[config.mk]
export PLATFORM = sky130hd
export DESIGN_NAME = lite_regbus_slave
export DESIGN_NICKNAME = d
export VERILOG_FILES = /design/src/rtl/lite_regbus_pkg.sv /design/src/rtl/lite_regbus_slave.sv
export SDC_FILE = /design/constraint.sdc
export NUM_CORES = 1
export LEC_CHECK = 0
export ABC_CLOCK_PERIOD_IN_PS = 1630
export CORE_MARGIN = 10
export CORE_UTILIZATION = 37
export CTS_CLUSTER_SIZE = 10
export DETAILED_ROUTE_END_ITERATION = 6
export GPL_TIMING_DRIVEN = 0
export PLACE_DENSITY = 0.84
export REMOVE_ABC_BUFFERS = 1
export SKIP_CTS_REPAIR_TIMING = 1
export SYNTH_ARGS = -nofsm -noshare
export SYNTH_HDL_FRONTEND = slang
export SYNTH_SLANG_ARGS = --single-unit
[constraint.sdc]
create_clock -name clk -period 1.63 [get_ports clk]
set_clock_uncertainty 0.15 [all_clocks]
set_input_delay 0.163 -clock clk [delete_from_list [all_inputs] [get_ports clk]]
set_output_delay 0.163 -clock clk [all_outputs]
set_load 0.1 [all_outputs]
[src/rtl/lite_regbus_pkg.sv]
// Shared constants and types for the NASTI-Lite to register-bus slave endpoint.
package lite_regbus_pkg;

  localparam logic [1:0] RESP_OKAY   = 2'b00;
  localparam logic [1:0] RESP_SLVERR = 2'b10;
  localparam logic [1:0] RESP_DECERR = 2'b11;

  typedef enum logic [1:0] {
    IDLE   = 2'd0,
    ACCESS = 2'd1,
    BRESP  = 2'd2,
    RRESP  = 2'd3
  } state_e;

  typedef enum logic {
    GRANT_READ  = 1'b0,
    GRANT_WRITE = 1'b1
  } grant_e;

endpackage

[src/rtl/lite_regbus_slave.sv]
// NASTI-Lite slave that serialises one read or write at a time onto a req/ack register bus.
// Optional reg_ack timeout with DECERR response when LITE_REGBUS_TIMEOUT_EN is defined.
module lite_regbus_slave
  import lite_regbus_pkg::*;
#(
  parameter int ID_WIDTH       = 1,
  parameter int ADDR_WIDTH     = 8,
  parameter int DATA_WIDTH     = 32,
  parameter int USER_WIDTH     = 1,
  parameter int TIMEOUT_CYCLES = 256
) (
  input  logic                    clk,
  input  logic                    rstn,
  input  logic [ID_WIDTH-1:0]     lite_aw_id,
  input  logic [ADDR_WIDTH-1:0]   lite_aw_addr,
  input  logic [2:0]              lite_aw_prot,
  input  logic [3:0]              lite_aw_qos,
  input  logic [3:0]              lite_aw_region,
  input  logic [USER_WIDTH-1:0]   lite_aw_user,
  input  logic                    lite_aw_valid,
  output logic                    lite_aw_ready,
  input  logic [DATA_WIDTH-1:0]   lite_w_data,
  input  logic [DATA_WIDTH/8-1:0] lite_w_strb,
  input  logic [USER_WIDTH-1:0]   lite_w_user,
  input  logic                    lite_w_valid,
  output logic                    lite_w_ready,
  output logic [ID_WIDTH-1:0]     lite_b_id,
  output logic [1:0]              lite_b_resp,
  output logic [USER_WIDTH-1:0]   lite_b_user,
  output logic                    lite_b_valid,
  input  logic                    lite_b_ready,
  input  logic [ID_WIDTH-1:0]     lite_ar_id,
  input  logic [ADDR_WIDTH-1:0]   lite_ar_addr,
  input  logic [2:0]              lite_ar_prot,
  input  logic [3:0]              lite_ar_qos,
  input  logic [3:0]              lite_ar_region,
  input  logic [USER_WIDTH-1:0]   lite_ar_user,
  input  logic                    lite_ar_valid,
  output logic                    lite_ar_ready,
  output logic [ID_WIDTH-1:0]     lite_r_id,
  output logic [DATA_WIDTH-1:0]   lite_r_data,
  output logic [1:0]              lite_r_resp,
  output logic [USER_WIDTH-1:0]   lite_r_user,
  output logic                    lite_r_valid,
  input  logic                    lite_r_ready,
  output logic                    reg_req,
  output logic                    reg_we,
  output logic [ADDR_WIDTH-1:0]   reg_addr,
  output logic [DATA_WIDTH-1:0]   reg_wdata,
  output logic [DATA_WIDTH/8-1:0] reg_wstrb,
  input  logic [DATA_WIDTH-1:0]   reg_rdata,
  input  logic                    reg_ack,
  input  logic                    reg_err
);

  localparam int STRB_WIDTH = DATA_WIDTH / 8;

  state_e                  state_q, state_d;
  grant_e                  last_grant_q, last_grant_d;
  logic [ID_WIDTH-1:0]     id_q, id_d;
  logic [USER_WIDTH-1:0]   user_q, user_d;
  logic [ADDR_WIDTH-1:0]   addr_q, addr_d;
  logic [DATA_WIDTH-1:0]   wdata_q, wdata_d;
  logic [STRB_WIDTH-1:0]   wstrb_q, wstrb_d;
  logic                    we_q, we_d;
  logic [1:0]              resp_q, resp_d;
  logic [DATA_WIDTH-1:0]   rdata_q, rdata_d;

  logic wr_eligible, rd_eligible, grant_wr, grant_rd;
  logic unused_ok;

`ifdef LITE_REGBUS_TIMEOUT_EN
  localparam int                CNT_WIDTH = $clog2(TIMEOUT_CYCLES + 1);
  localparam logic [CNT_WIDTH-1:0] CNT_LAST = CNT_WIDTH'(TIMEOUT_CYCLES - 1);
  logic [CNT_WIDTH-1:0] cnt_q, cnt_d;

  assign unused_ok = ^{lite_aw_prot, lite_aw_qos, lite_aw_region, lite_w_user,
                       lite_ar_prot, lite_ar_qos, lite_ar_region};
`else
  localparam logic [31:0] TIMEOUT_VEC = 32'(TIMEOUT_CYCLES);

  assign unused_ok = ^{lite_aw_prot, lite_aw_qos, lite_aw_region, lite_w_user,
                       lite_ar_prot, lite_ar_qos, lite_ar_region, TIMEOUT_VEC};
`endif

  // A write needs both address and data in the same cycle; round-robin only on a tie.
  assign wr_eligible = lite_aw_valid && lite_w_valid;
  assign rd_eligible = lite_ar_valid;
  assign grant_wr    = rstn && (state_q == IDLE) && wr_eligible &&
                       (!rd_eligible || (last_grant_q == GRANT_READ));
  assign grant_rd    = rstn && (state_q == IDLE) && rd_eligible && !grant_wr;

  always_comb begin
    // NOTE: every signal gets a default before the case so no path can infer a latch.
    state_d       = state_q;
    last_grant_d  = last_grant_q;
    id_d          = id_q;
    user_d        = user_q;
    addr_d        = addr_q;
    wdata_d       = wdata_q;
    wstrb_d       = wstrb_q;
    we_d          = we_q;
    resp_d        = resp_q;
    rdata_d       = rdata_q;
    lite_aw_ready = 1'b0;
    lite_w_ready  = 1'b0;
    lite_ar_ready = 1'b0;
`ifdef LITE_REGBUS_TIMEOUT_EN
    cnt_d         = cnt_q;
`endif

    case (state_q)
      IDLE: begin
        if (grant_wr) begin
          lite_aw_ready = 1'b1;
          lite_w_ready  = 1'b1;
          id_d          = lite_aw_id;
          user_d        = lite_aw_user;
          addr_d        = lite_aw_addr;
          wdata_d       = lite_w_data;
          wstrb_d       = lite_w_strb;
          we_d          = 1'b1;
          last_grant_d  = GRANT_WRITE;
          state_d       = ACCESS;
        end else if (grant_rd) begin
          lite_ar_ready = 1'b1;
          id_d          = lite_ar_id;
          user_d        = lite_ar_user;
          addr_d        = lite_ar_addr;
          we_d          = 1'b0;
          last_grant_d  = GRANT_READ;
          state_d       = ACCESS;
        end
`ifdef LITE_REGBUS_TIMEOUT_EN
        cnt_d = '0;
`endif
      end

      ACCESS: begin
        if (reg_ack) begin
          resp_d  = reg_err ? RESP_SLVERR : RESP_OKAY;
          if (!we_q) begin
            rdata_d = reg_err ? '0 : reg_rdata;
          end
          state_d = we_q ? BRESP : RRESP;
`ifdef LITE_REGBUS_TIMEOUT_EN
        end else if (cnt_q == CNT_LAST) begin
          resp_d  = RESP_DECERR;
          rdata_d = '0;
          state_d = we_q ? BRESP : RRESP;
        end else begin
          cnt_d = cnt_q + CNT_WIDTH'(1);
`endif
        end
      end

      BRESP: if (lite_b_ready) state_d = IDLE;
      RRESP: if (lite_r_ready) state_d = IDLE;
      default: state_d = IDLE;
    endcase
  end

  always_ff @(posedge clk) begin
    // NOTE: sequential state uses non-blocking assignment so all flops update from pre-edge values.
    if (!rstn) begin
      state_q      <= IDLE;
      last_grant_q <= GRANT_READ;
      id_q         <= '0;
      user_q       <= '0;
      addr_q       <= '0;
      wdata_q      <= '0;
      wstrb_q      <= '0;
      we_q         <= 1'b0;
      resp_q       <= RESP_OKAY;
      rdata_q      <= '0;
`ifdef LITE_REGBUS_TIMEOUT_EN
      cnt_q        <= '0;
`endif
    end else begin
      state_q      <= state_d;
      last_grant_q <= last_grant_d;
      id_q         <= id_d;
      user_q       <= user_d;
      addr_q       <= addr_d;
      wdata_q      <= wdata_d;
      wstrb_q      <= wstrb_d;
      we_q         <= we_d;
      resp_q       <= resp_d;
      rdata_q      <= rdata_d;
`ifdef LITE_REGBUS_TIMEOUT_EN
      cnt_q        <= cnt_d;
`endif
    end
  end

  assign reg_req      = (state_q == ACCESS);
  assign reg_we       = reg_req && we_q;
  assign reg_addr     = addr_q;
  assign reg_wdata    = wdata_q;
  assign reg_wstrb    = wstrb_q;

  assign lite_b_valid = (state_q == BRESP);
  assign lite_b_id    = id_q;
  assign lite_b_user  = user_q;
  assign lite_b_resp  = resp_q;

  assign lite_r_valid = (state_q == RRESP);
  assign lite_r_id    = id_q;
  assign lite_r_user  = user_q;
  assign lite_r_resp  = resp_q;
  assign lite_r_data  = rdata_q;

endmodule

; Yosys cells after proc, flatten, opt, wreduce, memory -nomap -nowiden
; Cells that the tools add are included.
[classes]
eq_ne = 7
n_mux = 22
n_bitwise = 1
n_reduce_logical = 17
[ops]
columns = op, n
row1 = $mux W32, 1
row2 = $mux W8, 2
row3 = $mux W1, 12
row4 = $mux W2, 6
row5 = $pmux W2 S4, 1
row6 = $logic_and A1 B1 Y1, 7
row7 = $ne A2 B1 Y1 const B, 3
row8 = $reduce_and A2 Y1, 3
row9 = $eq A2 B2 Y1 const B, 2
row10 = $reduce_and A4 Y1, 1
row11 = $ne A3 B3 Y1 const B, 1
row12 = $reduce_and A3 Y1, 1
row13 = $eq A2 B1 Y1 const B, 1
row14 = $logic_not A1 Y1, 2
row15 = $logic_not A2 Y1, 1
row16 = $reduce_bool A2 Y1, 1
row17 = $logic_or A1 B1 Y1, 1
row18 = $not A1 Y1, 1
[totals]
ff_bits = 83
in_bits = 120
output_inout_bits = 91
word_cells = 56

; Logic depth before layout (Yosys ltp)
; Gate-level depths: netlist of run 1.
[logic_depth]
ltp_word = 9
mapped_depth = 7
depth_no_buf = 3

; Worst setup path before layout of run 1
; No wires, ideal clock.
[synth_timing]
path_type = register to output
from = reg state_q[0]
to = out reg_we
t_arrival_ns = 2.985
required_ns = 1.317
slack_ns = -1.668
stages_incl_launch_ff = 5
path_buffers = 2
path_cell_list = dfxtp_1 -> buf_2 -> buf_2 -> nor2b_1 -> and2_1
[synth_between]
elab_chain_cells = 2
[synth_rtl]
columns = item, line
row1 = from (decl), lite_regbus_slave.sv:58  ; state_e state_q, state_d;
row2 = from (signal assigned), lite_regbus_slave.sv:180  ; state_q <= state_d;
row3 = $eq A2 B1 Y1, lite_regbus_slave.sv:196  ; assign reg_req = (state_q == ACCESS);
row4 = via reg_req, lite_regbus_slave.sv:46  ; output logic reg_req,
row5 = $logic_and A1 B1 Y1, lite_regbus_slave.sv:197  ; assign reg_we = reg_req && we_q;
row6 = to (decl), lite_regbus_slave.sv:47  ; output logic reg_we,
; The timed path passes the listed nets, and every way through them passes these cells.

; Worst setup path in the final report of run 1
[layout_timing]
from = reg state_q[0]
to = out lite_aw_ready
[layout_between]
elab_chain_cells = 6
[layout_rtl]
columns = item, line
row1 = $logic_not A2 Y1 (*), "lite_regbus_slave.sv:89, lite_regbus_slave.sv:112"
row2 = $logic_and A1 B1 Y1 (3 in a row), lite_regbus_slave.sv:89  ; assign grant_wr = rstn && (state_q == IDLE) && wr_eligible &&
row3 = $mux W1, lite_regbus_slave.sv:114  ; if (grant_wr) begin
row4 = $mux W1 (*), lite_regbus_slave.sv:112  ; case (state_q)
row5 = to (decl), lite_regbus_slave.sv:21  ; output logic lite_aw_ready,
; Mark *: on every way between the ends. The rest lies on a longest branch, timed or not.

==> flow_metrics.env, run 1 <==
export IMPL_run_status="finished with violations"
export IMPL_violations="negative setup slack"
export IMPL_drive_above_1_share=0.285
export IMPL_fin_crit_sh=1.08
export IMPL_dp_cells=644
export IMPL_hp_class="in2reg"
export IMPL_power_total_w=0.00535
export IMPL_first_iter_violations=201
export IMPL_path_cells="nor2_4 -> nand4_4 -> inv_4 -> buf_12"
export IMPL_startpoint="state_q[0]"
export IMPL_crit_path_max_fanout=7
export IMPL_r2r_cells=5
export IMPL_synth_cell_types=27
export IMPL_start_util=0.377
export IMPL_clkSinkCount=82
export IMPL_clock_fmax_mhz=571
export IMPL_synth_edff_count=0
export IMPL_synth_top_area_cell="dfxtp_1"
export IMPL_firstDrtPassIters=4
export IMPL_cp_arrival_ps=1440
export IMPL_rr_startpoint="state_q[0]"
export IMPL_finalSetupViolCount=3
export IMPL_multiInputGateArea_um2=1550
export IMPL_die_y_um=117
export IMPL_finalHoldViolCount=0
export IMPL_grt_pass1_wl_mm=17.2
export IMPL_yosys_top_cells_area="dfxtp_1, mux2i_1, nand2_1, nand3b_1, a21oi_1"
export IMPL_finalMaxSlewViolations=0
export IMPL_maxSlewHeadroom=0.400
export IMPL_setup_slack_ps=-122
export IMPL_viasPerCell=4.90
export IMPL_crit_path_end="lite_aw_ready"
export IMPL_regArea_um2=1650
export IMPL_gr_total_overflow=0
export IMPL_syn_area_um2=3450
export IMPL_fin_cells=693
export IMPL_cts_buffer_depth=2
export IMPL_hpwl_mm=8.53
export IMPL_area_growth_pct=57.9
export IMPL_ant_nets=0
export IMPL_chipWidth_um=117
export IMPL_dp_worst_setup_slack_ps=-1940
export IMPL_grt_pass1_vias=3482
export IMPL_vias=3397
export IMPL_synthArstFlopShare=0
export IMPL_max_stage_delay_ps=390
export IMPL_ys_warn_count=0
export IMPL_r2r_end="reg_addr[3]"
export IMPL_numPortBuffers=185
export IMPL_crit_path_end_kind="primary output"
export IMPL_layout_nets=697
export IMPL_worstSkewPairLatency_ps=340
export IMPL_grt_usage=0.161
export IMPL_die_area_um2=13600
export IMPL_ys_seq_area_frac=0.475
export IMPL_pin_count=211
export IMPL_synthCells=384
export IMPL_finalCriticalPeriod_ps=1750
export IMPL_synth_ff_type="dfxtp_1"
export IMPL_cts_tree="built"
export IMPL_clk_pin_slew_ps=80
export IMPL_wirelength_mm=12.3
export IMPL_htreeDepth=3
export IMPL_clock_tree_root_cell="clkbuf_8"
export IMPL_coreArea_um2=9150
export IMPL_ys_ff_latch=82
export IMPL_worst_slew_pin_slew_ps=897
export IMPL_cellLeakagePower_nw=2.59
export IMPL_vdd_drop_max_mv=0.622
export IMPL_maxCapViolCount=0
export IMPL_cp_start_kind="flop"
export IMPL_antenna_cells=0
export IMPL_r2r_setup_slack_ps=20
export IMPL_grt_start_max_net_pins=45
export IMPL_rsz0062_at_grt="yes"
export IMPL_required_ps=1320
export IMPL_grt_antenna_before_repair=0
export IMPL_avgSynthCellArea_um2=9.00
export IMPL_synthTopCellsByCount="dfxtp_1, nand2_1, inv_1, mux2i_1"
export IMPL_row_count=35
export IMPL_wl_per_cell_um=17.8
export IMPL_post_route_util=0.596
export IMPL_synth_top_area_frac=0.475
export IMPL_power_density_nw_per_um2=982
export IMPL_gp_congestion=0.765
export IMPL_yosysMostFrequentCell="dfxtp_1"
export IMPL_cts_buffers=9
export IMPL_slowest_stage="dfxtp_4"
export IMPL_drc=0
export IMPL_fill_cells=798
export IMPL_crit_type="reg2out"
[power by group]
group | leakage, nW | internal (W) | switching, W
Combinational | 1.81 | 0.000489 | 0.00113
Sequential | 0.669 | 0.00210 | 0.0000674
Clock | 0.106 | 0.000798 | 0.000767
Total | 2.59 | 0.00339 | 0.00197
[registers in the layout (all words and copies together), names as in the netlist]
register     count
lite_b_user      1
we_q             1
lite_b_id        1
state_q          2
reg_wstrb        4
lite_r_data     32
lite_b_resp      1
reg_addr         8
reg_wdata       32
[cell families (layout without fill, tap and decap cells)]
group	count (synthesis)	count (layout)	share of synthesized area
flip-flops	82	82	0.475
AO/OA/AOI/OAI	58	58	0.110
multiplexers	38	38	0.110
buffers and inverters	77	271	0.111
other	1	2	0.00109
AND/OR/NAND/NOR	128	131	0.192
[per-layer routing]
layer	vias to the layer above	share of wire	global-route usage
met5	-	0	0
li1	1661	-	-
met1	1570	0.38	0.153
met4	0	0.020	0.0585
met3	18	0.13	0.108
met2	148	0.47	0.273
[through the flow]
| stage | hold WS (ps) | cell area, um2 | setup TNS, ps |
|---|---|---|---|
| finish | 204 | 5450 | -359 |
| global route | 198 | 5450 | -742 |
| CTS | 188 | 5440 | -109960 |
| detailed placement | 293 | 5230 | -100180 |
| global placement | 287 | 5210 | -217560 |
| floorplan | 130 | 3220 | -44290 |
[final cells by class]
type / instances / area share
clock inverter: 5 / 0.0110
sequential: 82 / 0.303
timing repair inverter: 1 / 0.000918
tap: 111 / 0.0255
clock buffer: 11 / 0.0278
inverter: 39 / 0.0280
timing repair buffer: 215 / 0.320
multi-input combinational: 229 / 0.284
[placed cells by master, fill, tap and decap left out, drive strengths merged]
cell / instances
mux2i: 38
o221a: 10
dlymetal6s2s: 2
buf: 35
nand4bb: 2
nor3: 10
clkbuf: 96
o2111ai: 1
nor2b: 2
nand2: 74
nor2: 2
nand3b: 33
o21ai: 1
and3: 1
a21oi: 33
clkinvlp: 3
o211a: 2
inv: 39
clkinv: 2
nand4: 2
a31oi: 10
and4bb: 2
o21a: 1
and2: 3
clkdlybuf4s50: 93
conb: 2
dfxtp: 82
bufinv: 1
[worst max-delay path, delay by kind of cell (launching register included)]
kind,cells,cell delay (ps)
buffers and inverters,2,330
DFF,1,390
and+or+nand+nor,2,380
[worst min path at each step]
stage | slack [ps] | from | endpoint | depth (start not counted)
finish | 200 | lite_w_data[22] | reg_wdata[22] | 3
global route | 200 | lite_w_data[17] | reg_wdata[17] | 3
CTS | 190 | lite_w_data[30] | reg_wdata[30] | 3
detailed placement | 290 | lite_r_data[27] | lite_r_data[27] | 2
global placement | 290 | lite_r_data[22] | lite_r_data[22] | 2
floorplan | 130 | rstn | state_q[0] | 1
Note: power is estimated with default switching activity, not from simulation.
==> run 2: changes to the inputs <==
--- a/config.mk
+++ b/config.mk
@@ -5,12 +5,12 @@
 export SDC_FILE = /design/constraint.sdc
 export NUM_CORES = 1
 export LEC_CHECK = 0
-export ABC_CLOCK_PERIOD_IN_PS = 1630
 export CORE_MARGIN = 10
 export CORE_UTILIZATION = 37
 export CTS_CLUSTER_SIZE = 10
 export DETAILED_ROUTE_END_ITERATION = 6
 export GPL_TIMING_DRIVEN = 0
+export HOLD_SLACK_MARGIN = 0.02
 export PLACE_DENSITY = 0.84
 export REMOVE_ABC_BUFFERS = 1
 export SKIP_CTS_REPAIR_TIMING = 1
==> results of run 2 <==
The final DEF is identical to that of run 1; final timing and power are the same.
